## config.mk

```make
export PLATFORM = sky130hd
export DESIGN_NAME = data_ptr_ctrl
export DESIGN_NICKNAME = d
export VERILOG_FILES = /design/src/rtl/data_ptr_pkg.sv /design/src/rtl/data_ptr_ctrl.sv
export SDC_FILE = /design/constraint.sdc
export NUM_CORES = 1
export LEC_CHECK = 0
export ABC_AREA = 1
export BUFFER_PORTS_ARGS = -buffer_cell sky130_fd_sc_hd__buf_2
export CORE_ASPECT_RATIO = 0.7
export CORE_MARGIN = 5
export CORE_UTILIZATION = 57
export CTS_CLUSTER_DIAMETER = 200
export DETAILED_ROUTE_END_ITERATION = 7
export PLACE_DENSITY = 0.9
export REMOVE_ABC_BUFFERS = 1
export SLEW_MARGIN = 20
export SYNTH_ARGS = -nofsm -noshare
export SYNTH_HDL_FRONTEND = slang
export SYNTH_SLANG_ARGS = --single-unit
```

## constraint.sdc

```tcl
create_clock -name clk -period 5.8 [get_ports clk]
set_input_delay 0.58 -clock clk [delete_from_list [all_inputs] [get_ports clk]]
set_output_delay 0.58 -clock clk [all_outputs]
set_load 0.03 [all_outputs]
```

## src/rtl/data_ptr_pkg.sv

```systemverilog
// Shared op-codes and state encoding for the data pointer controller.
package data_ptr_pkg;

    localparam logic [2:0] OP_NOP      = 3'd0;
    localparam logic [2:0] OP_PTR_INC  = 3'd1;
    localparam logic [2:0] OP_PTR_DEC  = 3'd2;
    localparam logic [2:0] OP_CELL_ADD = 3'd3;
    localparam logic [2:0] OP_CELL_SET = 3'd4;

    typedef enum logic [1:0] {
        ST_IDLE  = 2'd0,
        ST_FETCH = 2'd1,
        ST_LOAD  = 2'd2
    } state_t;

endpackage

```

## src/rtl/data_ptr_ctrl.sv

```systemverilog
// Data pointer / cell cache controller in front of a one-cycle, write-through data RAM.
// Optional macro DATA_PTR_BOUNDS_EN: pointer saturates at the ends and raises a sticky ptr_fault.
//
// state | meaning
// IDLE  | accepting ops; cell ops write through in the accept cycle
// FETCH | RAM registering data[pointer] after a move (also the post-reset state)
// LOAD  | ram_data_out valid; copied into the cell cache
module data_ptr_ctrl
    import data_ptr_pkg::*;
#(
    parameter int DATA_WIDTH = 8,
    parameter int ADDR_WIDTH = 15
) (
    input  logic                  clk,
    input  logic                  rst_n,
    input  logic                  op_valid,
    input  logic [2:0]            op_code,
    input  logic [DATA_WIDTH-1:0] op_arg,
    output logic                  op_ready,
    output logic [DATA_WIDTH-1:0] cell_value,
    output logic                  cell_zero,
    output logic [ADDR_WIDTH-1:0] pointer,
    output logic                  ptr_fault,
    output logic [ADDR_WIDTH-1:0] ram_address,
    output logic [DATA_WIDTH-1:0] ram_data_in,
    output logic                  ram_write,
    input  logic [DATA_WIDTH-1:0] ram_data_out
);

    localparam logic [ADDR_WIDTH-1:0] PTR_ONE = ADDR_WIDTH'(1);

    state_t                state_q, state_d;
    logic [ADDR_WIDTH-1:0] ptr_q, ptr_d;
    logic [DATA_WIDTH-1:0] cell_q, cell_d;
`ifdef DATA_PTR_BOUNDS_EN
    logic                  fault_q, fault_d;
`endif

    always_ff @(posedge clk or negedge rst_n) begin
        if (!rst_n) begin
            state_q <= ST_FETCH;
            ptr_q   <= '0;
            cell_q  <= '0;
`ifdef DATA_PTR_BOUNDS_EN
            fault_q <= 1'b0;
`endif
        end else begin
            state_q <= state_d;
            ptr_q   <= ptr_d;
            cell_q  <= cell_d;
`ifdef DATA_PTR_BOUNDS_EN
            fault_q <= fault_d;
`endif
        end
    end

    always_comb begin
        state_d     = state_q;
        ptr_d       = ptr_q;
        cell_d      = cell_q;
`ifdef DATA_PTR_BOUNDS_EN
        fault_d     = fault_q;
`endif
        op_ready    = (state_q == ST_IDLE);
        ram_write   = 1'b0;
        ram_data_in = cell_q;

        case (state_q)
            ST_IDLE: begin
                if (op_valid) begin
                    case (op_code)
                        OP_PTR_INC: begin
`ifdef DATA_PTR_BOUNDS_EN
                            if (ptr_q == '1) begin
                                fault_d = 1'b1;
                            end else begin
                                ptr_d   = ptr_q + PTR_ONE;
                                state_d = ST_FETCH;
                            end
`else
                            ptr_d   = ptr_q + PTR_ONE;
                            state_d = ST_FETCH;
`endif
                        end
                        OP_PTR_DEC: begin
`ifdef DATA_PTR_BOUNDS_EN
                            if (ptr_q == '0) begin
                                fault_d = 1'b1;
                            end else begin
                                ptr_d   = ptr_q - PTR_ONE;
                                state_d = ST_FETCH;
                            end
`else
                            ptr_d   = ptr_q - PTR_ONE;
                            state_d = ST_FETCH;
`endif
                        end
                        OP_CELL_ADD: begin
                            ram_write   = 1'b1;
                            ram_data_in = cell_q + op_arg;
                            cell_d      = cell_q + op_arg;
                        end
                        OP_CELL_SET: begin
                            ram_write   = 1'b1;
                            ram_data_in = op_arg;
                            cell_d      = op_arg;
                        end
                        default: ;
                    endcase
                end
            end
            ST_FETCH: state_d = ST_LOAD;
            ST_LOAD: begin
                cell_d  = ram_data_out;
                state_d = ST_IDLE;
            end
            default: state_d = ST_IDLE;
        endcase
    end

    assign cell_value  = cell_q;
    assign cell_zero   = (cell_q == '0);
    assign pointer     = ptr_q;
    assign ram_address = ptr_q;
`ifdef DATA_PTR_BOUNDS_EN
    assign ptr_fault   = fault_q;
`else
    assign ptr_fault   = 1'b0;
`endif

endmodule

```

# Word-level counts from Yosys, hierarchy flattened
# Cells that the tools add are included.
[totals] ff_bits=25 in_bits=22 output_inout_bits=50 elab_cells=33
[classes] n_addsub=3 eq_ne=8 n_mux=11 n_reduce_logical=8
[ops] operator="$pmux W8 S2" n=2
[ops] operator="$pmux W15 S2" n=1
[ops] operator="$mux W8" n=2
[ops] operator="$add A15 B1 Y15 const B" n=1
[ops] operator="$sub A15 B1 Y15 const B" n=1
[ops] operator="$add A8 B8 Y8" n=1
[ops] operator="$logic_not A8 Y1" n=1
[ops] operator="$eq A3 B2 Y1 const B" n=2
[ops] operator="$mux W2" n=2
[ops] operator="$ne A2 B2 Y1 const B" n=2
[ops] operator="$pmux W2 S2" n=1
[ops] operator="$reduce_bool A2 Y1" n=2
[ops] operator="$reduce_or A2 Y1" n=2
[ops] operator="$eq A3 B1 Y1 const B" n=1
[ops] operator="$eq A3 B3 Y1 const B" n=1
[ops] operator="$mux W1" n=3
[ops] operator="$reduce_and A3 Y1" n=1
[ops] operator="$eq A2 B1 Y1 const B" n=1
[ops] operator="$eq A2 B2 Y1 const B" n=1
[ops] operator="$logic_not A2 Y1" n=1
[ops] operator="$reduce_and A2 Y1" n=1

# Depth between registers and ports, before layout
# Gate-level depths: netlist (run 1).
[logic_depth] ltp_word=5 ltp_mapped=15 ltp_nobuf=15

# Worst setup path before layout (run 1)
# No wires, ideal clock.
[synth_path] path_type="in2out" from="input port op_arg[0]" to="output port ram_data_in[2]" arrival_ps=2242 required_ps=5220 setup_slack_ps=2978 stages=6 path_cell_list="ha_1 fa_1 or2_2 a32o_1 o21ai_0 o21ai_0"
[synth_between] elab_chain_len=4
[synth_rtl] item="start: declaration" line="data_ptr_ctrl.sv:18" text="input logic [DATA_WIDTH-1:0] op_arg,"
[synth_rtl] item="$add A8 B8 Y8" line="data_ptr_ctrl.sv:100" text="ram_data_in = cell_q + op_arg;"
[synth_rtl] item="$pmux W8 S2" line="data_ptr_ctrl.sv:71" text="case (op_code)"
[synth_rtl] item="$mux W8"
[synth_rtl] item="$mux W8" line="data_ptr_ctrl.sv:68" text="case (state_q)"
[synth_rtl] item="end: declaration" line="data_ptr_ctrl.sv:25" text="output logic [DATA_WIDTH-1:0] ram_data_in,"
# Every way passes these cells.

# Worst setup path in the final report (run 1)
[layout_path] from="register cell_q[0] (netlist: cell_value[0])" to="output port ram_data_in[2]"
[layout_between] elab_chain_len=4
[layout_rtl] item="start: declaration" line="data_ptr_ctrl.sv:34" text="logic [DATA_WIDTH-1:0] cell_q, cell_d;"
[layout_rtl] item="start signal: assignment" line="data_ptr_ctrl.sv:50" text="cell_q <= cell_d;"
[layout_rtl] item="$add A8 B8 Y8" line="data_ptr_ctrl.sv:100"
[layout_rtl] item="$pmux W8 S2" line="data_ptr_ctrl.sv:71"
[layout_rtl] item="$mux W8"
[layout_rtl] item="$mux W8" line="data_ptr_ctrl.sv:68"
# Every way passes these cells.

==> flow_summary.ini, run 1 <==
[synthesis]
ys_seq_elements = 25
synth_common_cells = 118 x nand2_1, 42 x inv_1, 26 x nand3_1
ys_warn_count = 0
synthTopCellsByArea = dfrtp_1 24%, nand2_1 18%, ha_1 10%, inv_1 6.4%, nand3_1 5.3%
synth_top_area_share_pct = 24.5
synthArstFlopShare_pct = 100
syn_inst = 363
synthMostInstantiatedCell = nand2_1
yosys.area.top_type = dfrtp_1
synth-main-ff-cell = dfrtp_1
synth-edff-count = 0
avgSynthCellArea_um2 = 6.76
ys_seq_area_share_pct = 25.6
ys_types = 37
syn_area_mm2 = 0.00245

[power]
peakVddDrop_mv = 0.289
pwr-share-clk_pct = 8.2
seqPwrFrac_pct = 24.0
power_frac_comb_pct = 67.9
p_int_uw = 579
switching_share_pct = 57.6
power_leakage_nw = 1.61
total_power_mw = 1.37
p_sw_uw = 788
powerDensity_mw_per_mm2 = 491

[setup_path]
critPathCaptureType = primary output
crit_top_cell = o21ai_0
cp_cell_sequence = ha_1 > fa_1 > or2_2 > a32o_1 > o21ai_0 > o21ai_0 > buf_2
startpoint_type = register
cp.required_ns = 5.22
crit_arrival_ns = 2.46
critPathTopFamily = adder cells
slowest_delay_ns = 0.43
cp_num_buf_inv = 1
worst_path_max_delay_cell = dfrtp_1
path_max_fanout = 4
path_class = reg2out

[outcome]
status = finished, final reports clean

[place]
post_dp_cell_area_mm2 = 0.00274
io_buffers = 70
dp.final_hpwl_um = 5280
placedCellCount = 470
globalplace.congestion = 0.917

[timing]
period_needed_ns = 3.04
fin_crit_sh_pct = 52.3
slew_headroom_pct = 60.5
tns_ns = 0
setup_violations = 0
finClkSkew_ns = 0.00775
whs_ns = 0.289
worstMarginPinSlew_ns = 0.590
fmax_mhz = 329
rsz0062_at_grt = false
drv_slew = 0
finalHoldViolCount = 0

[layout]
n_antenna_cell = 0
finalInstanceArea_mm2 = 0.00279
finalNonFillerCells = 474
area_growth_pct = 13.6
drive_gt1_share_pct = 21.7
final_nets = 464
fill_cells = 397

[drt]
vias = 2586
wirelength_um = 6590
via_per_inst = 5.46
drt_iter0_markers = 254
ant_nets = 0
avgRoutedWirePerCell_um = 13.9
drt_pass1_iterations = 5
drc = 0

[floorplanning]
initial_core_util_pct = 57.6
die_area_mm2 = 0.00574
rows = 20
io_pins = 72
die_w_um = 88.4
die_h_um = 64.9
core_mm2 = 0.00425

[cts]
clkSlewWorstSetupHoldPaths_ns = 0.10
cts_tree = built
cts.path.max_buffers = 2
clock_sinks = 25
cts-resized-gates = 0
post_cts_buffers = 0
cts_root_buffer = clkbuf_8
clkLatencyLatePin_ns = 0.28
cts_max_level = 1
cts_hold_buf = 0
cts_buffers = 3

[global_routing]
grt_pass1_vias = 2363
grt_pass1_wl_um = 10700
grt_usage_pct = 23.8
grt_antenna_before_repair = 0
grt-ovfl-total = 0
grt_max_degree = 26

[min_path]
hold_path.class = in2async

[flow_run]
drv_cap = 0
-- flip-flops by register name, summed over array words and instances (netlist names) --
name        count
cell_value      8
state_q         2
pointer        15
-- layout make-up --
class / instances / area (um2) / share of cell area [%]
Inverter: 46 / 174 / 6.24
Clock buffer: 3 / 41.3 / 1.48
Multi-Input combinational cell: 273 / 1510 / 54.3
Clock inverter: 1 / 5.00 / 0.180
Timing Repair Buffer: 71 / 358 / 12.8
Tap cell: 55 / 68.8 / 2.47
Sequential cell: 25 / 627 / 22.5
-- final timing paths --
path	depth (start not counted)	slack, ns	end	startpoint
worst max register to register	6	3.71	cell_value[2]$_DFFE_PN0P_	cell_value[0]$_DFFE_PN0P_
worst max-delay path	7	2.76	ram_data_in[2]	cell_value[0]$_DFFE_PN0P_
worst min register to register	1	0.48	state_q[1]$_DFFE_PN0P_	state_q[1]$_DFFE_PN0P_
max in group asynchronous	1	5.11	cell_value[5]$_DFFE_PN0P_	rst_n
worst min-delay path	1	0.29	pointer[12]$_DFFE_PN0P_	rst_n
min in group clk	1	0.48	state_q[1]$_DFFE_PN0P_	state_q[1]$_DFFE_PN0P_
-- through the flow --
| stage | utilization [%] | setup WS, ns |
|---|---|---|
| floorplan | - | 2.98 |
| global placement | 64.4 | 2.88 |
| detailed placement | 64.4 | 2.80 |
| CTS | 65.5 | 2.78 |
| global route | 65.5 | 2.68 |
| finish | 65.5 | 2.76 |
-- placed cells by master (no fill, tap or decap), types with 2 or more instances in the layout --
cell,netlist,layout
buf_2,1,70
a21oi_1,19,19
nand4_1,5,5
or2_2,3,3
nor2_1,20,20
o21ai_1,9,9
xnor2_1,6,6
clkbuf_8,0,3
dfrtp_1,24,24
a31oi_1,2,2
a22o_1,2,2
o21ai_0,13,13
o21bai_1,2,2
a21o_1,2,2
inv_2,3,3
clkinv_2,1,2
inv_1,42,42
xor2_1,4,4
ha_1,20,20
a31oi_2,2,2
nand2_1,118,118
fa_1,2,2
nand3b_1,3,3
o211ai_1,4,4
nand3_1,26,26
nor2_2,3,3
-- kinds of logic after synthesis --
group | count (synthesis) | synth area share [%]
buf+inv | 65 | 12.8
xor+xnor | 10 | 3.57
simple gates | 182 | 31.9
flops | 25 | 25.6
other cells | 1 | 0.153
compound gates | 58 | 14.1
fa+ha+maj | 22 | 11.8
-- power groups by stage --
stage,Sequential (mW),Clock (mW),Combinational [mW]
final,0.328,0.111,0.928
after global routing,0.341,0.125,1.01
after CTS,0.329,0.113,0.925
after detailed placement,0.332,0,0.921
after global placement,0.324,0,0.903
after floorplan,0.559,0,0.435
-- per-layer routing --
| metal | up-vias | wire, um | GRT usage [%] |
|---|---|---|---|
| met4 | 0 | 58 | 5.28 |
| met5 | - | 0 | 0 |
| li1 | 1280 | - | - |
| met3 | 6 | 593 | 3.18 |
| met1 | 1187 | 3130 | 36.2 |
| met2 | 113 | 2810 | 35.4 |
No activity file was read; power rests on OpenSTA's default activity.
==> run 2: changes to the inputs <==
CORE_UTILIZATION = 48   (was 57)
PLACE_DENSITY = 0.81   (was 0.9)
clock period = 2.5 ns   (was 5.8 ns; I/O delays follow)
==> run 2 against run 1 <==
The run now ends with negative hold slack left. Utilization shrank 6.4 points. Via count shrank 2.1%. Final area grew 3.1%. Die area grew 16%. Hold slack lost 0.31 ns. Critical path type unchanged. Critical endpoint unchanged.
==> flow_summary.ini, run 2 (synthesis gave the netlist of run 1 again) <==
[layout]
finalInstanceArea_mm2 = 0.00287
finalNonFillerCells = 490
utilization_pct = 59.0
n_antenna_cell = 0
layout_commonest_cell = nand2_1
final_cell_mix = 118 x nand2_1, 67 x buf_2, 42 x inv_1
fill_cells = 475
largest_register_ffs = 15
final_nets = 466
area_growth_pct = 17.0
drive_gt1_share_pct = 24.0

[floorplanning]
initial_core_util_pct = 50.5
core_mm2 = 0.00486
die_area_mm2 = 0.00666
io_pins = 72
die_w_um = 95.4
die_h_um = 69.8
rows = 21

[place]
post_dp_cell_area_mm2 = 0.00276
globalplace.congestion = 0.912
dp.final_hpwl_um = 5310
placedCellCount = 484
io_buffers = 70
dp_slack_ns = 0.0821

[timing]
fin_crit_sh_pct = 97.7
period_needed_ns = 2.44
slew_headroom_pct = 57.6
whs_ns = -0.0240
drv_slew = 0
setup_slack_ns = 0.0572
worstMarginPinSlew_ns = 0.634
rsz0062_at_grt = true
finalHoldViolCount = 24
fmax_mhz = 409
setup_violations = 0
finClkSkew_ns = 0.00302

[setup_path]
crit_arrival_ns = 2.19
path_max_fanout = 4
reg2reg_to = pointer[14]$_DFFE_PN0P_
cp_num_buf_inv = 1
critPathCaptureType = primary output
path_class = reg2out
cp.depth = 7
rrSetupSlack_ns = 0.59
cp_cell_sequence = ha_4 > fa_2 > or2_4 > a32o_2 > o21ai_2 > o21ai_1 > buf_4
critPathTopFamily = adder cells
endpoint = ram_data_in[2]
cp-startpoint = cell_value[0]$_DFFE_PN0P_
cp.required_ns = 2.25
startpoint_type = register
slowest_delay_ns = 0.42
worst_path_max_delay_cell = dfrtp_1
reg2reg_from = pointer[0]$_DFFE_PN0P_
reg2reg_depth = 11

[drt]
ant_nets = 0
wirelength_um = 6730
drt_pass1_iterations = 5
drc = 0
via_per_inst = 5.17
avgRoutedWirePerCell_um = 13.7
drt_iter0_markers = 144
vias = 2532

[global_routing]
grt_antenna_before_repair = 0
grt_max_degree = 26
grt_pass1_vias = 2325
grt-ovfl-total = 0
grt_usage_pct = 20.8
grt_pass1_wl_um = 11200

[cts]
clkLatencyLatePin_ns = 0.28
clkSlewWorstSetupHoldPaths_ns = 0.10
cts_max_level = 1
cts_buffers = 3
clock_sinks = 25
cts_hold_buf = 0
cts_root_buffer = clkbuf_8
cts.path.max_buffers = 2
cts_tree = built

[outcome]
status = finished with violations
violations = negative hold slack

[flow_run]
drv_cap = 0

[power]
power_leakage_nw = 1.62
powerDensity_mw_per_mm2 = 1120
peakVddDrop_mv = 0.615

[min_path]
hold_path.class = in2async
==> run 2: cell types whose count changed in the layout (fill, tap and decap cells not counted), moves of 2 or more <==
cell     previous run  this run
buf_4               1         6
a21oi_1            19        17
ha_4                0         2
a21oi_2             1         3
o21ai_0            13        11
buf_2              70        67
ha_1               20        18
==> run 2: report_power, final <==
group	switching [mW]	internal (mW)	total [mW]
Sequential	0.196	0.562	0.758
Combinational	1.50	0.713	2.21
Clock	0.145	0.112	0.257
==> run 2: layout make-up <==
type	instances	area, um2	area share (%)
repair buffers	73	380	13.3
multi-input cells	273	1560	54.2
flip-flops and latches	25	627	21.8
well taps	69	86.3	3.01
clock buffers	3	41.3	1.44
inverters	46	174	6.06
clock inverters	1	5.00	0.174
==> run 2: worst reg2reg max path, cell delays in order (launching register included) <==
cell	delay, ns
dfrtp_1	0.47
fa_1	0.49
nand3_1	0.10
nand2_1	0.13
nand2_1	0.09
nand2_1	0.12
nand3b_1	0.15
nand2_1	0.06
nand2_1	0.05
nand2_1	0.04
nand2_1	0.05
nand2_1	0.05
==> run 2: metrics by stage <==
stage | total power [mW] | TNS (ns)
after detailed placement | 2.91 | 0
after CTS | 3.19 | 0
after floorplan | 2.31 | 0
after global placement | 2.87 | 0
final | 3.23 | 0
after global routing | 3.50 | -0.0872
==> run 2: worst min path at each step <==
stage,startpoint,to,slack (ns),cells past startpoint
6_report,rst_n,pointer[9]$_DFFE_PN0P_,-0.02,1
5_1_grt,rst_n,pointer[10]$_DFFE_PN0P_,0.01,1
4_1_cts,rst_n,pointer[11]$_DFFE_PN0P_,0.002,1
3_5_place_dp,rst_n,pointer[11]$_DFFE_PN0P_,0.31,1
3_3_place_gp,rst_n,pointer[9]$_DFFE_PN0P_,0.30,1
2_1_floorplan,rst_n,cell_value[0]$_DFFE_PN0P_,-0.05,0
==> run 2: repair_timing <==
action                                  CTS  global route
gates resized for setup                   3            14
buffers inserted                          1             1
endpoints found under the setup margin    1             6
pin swaps                                 0             5
==> run 2: routing by layer <==
| metal | wire, um | global-route usage [%] |
|---|---|---|
| met5 | 0 | 0 |
| met4 | 48 | 4.26 |
| met3 | 519 | 4.12 |
| met2 | 2860 | 30.0 |
| met1 | 3310 | 31.6 |
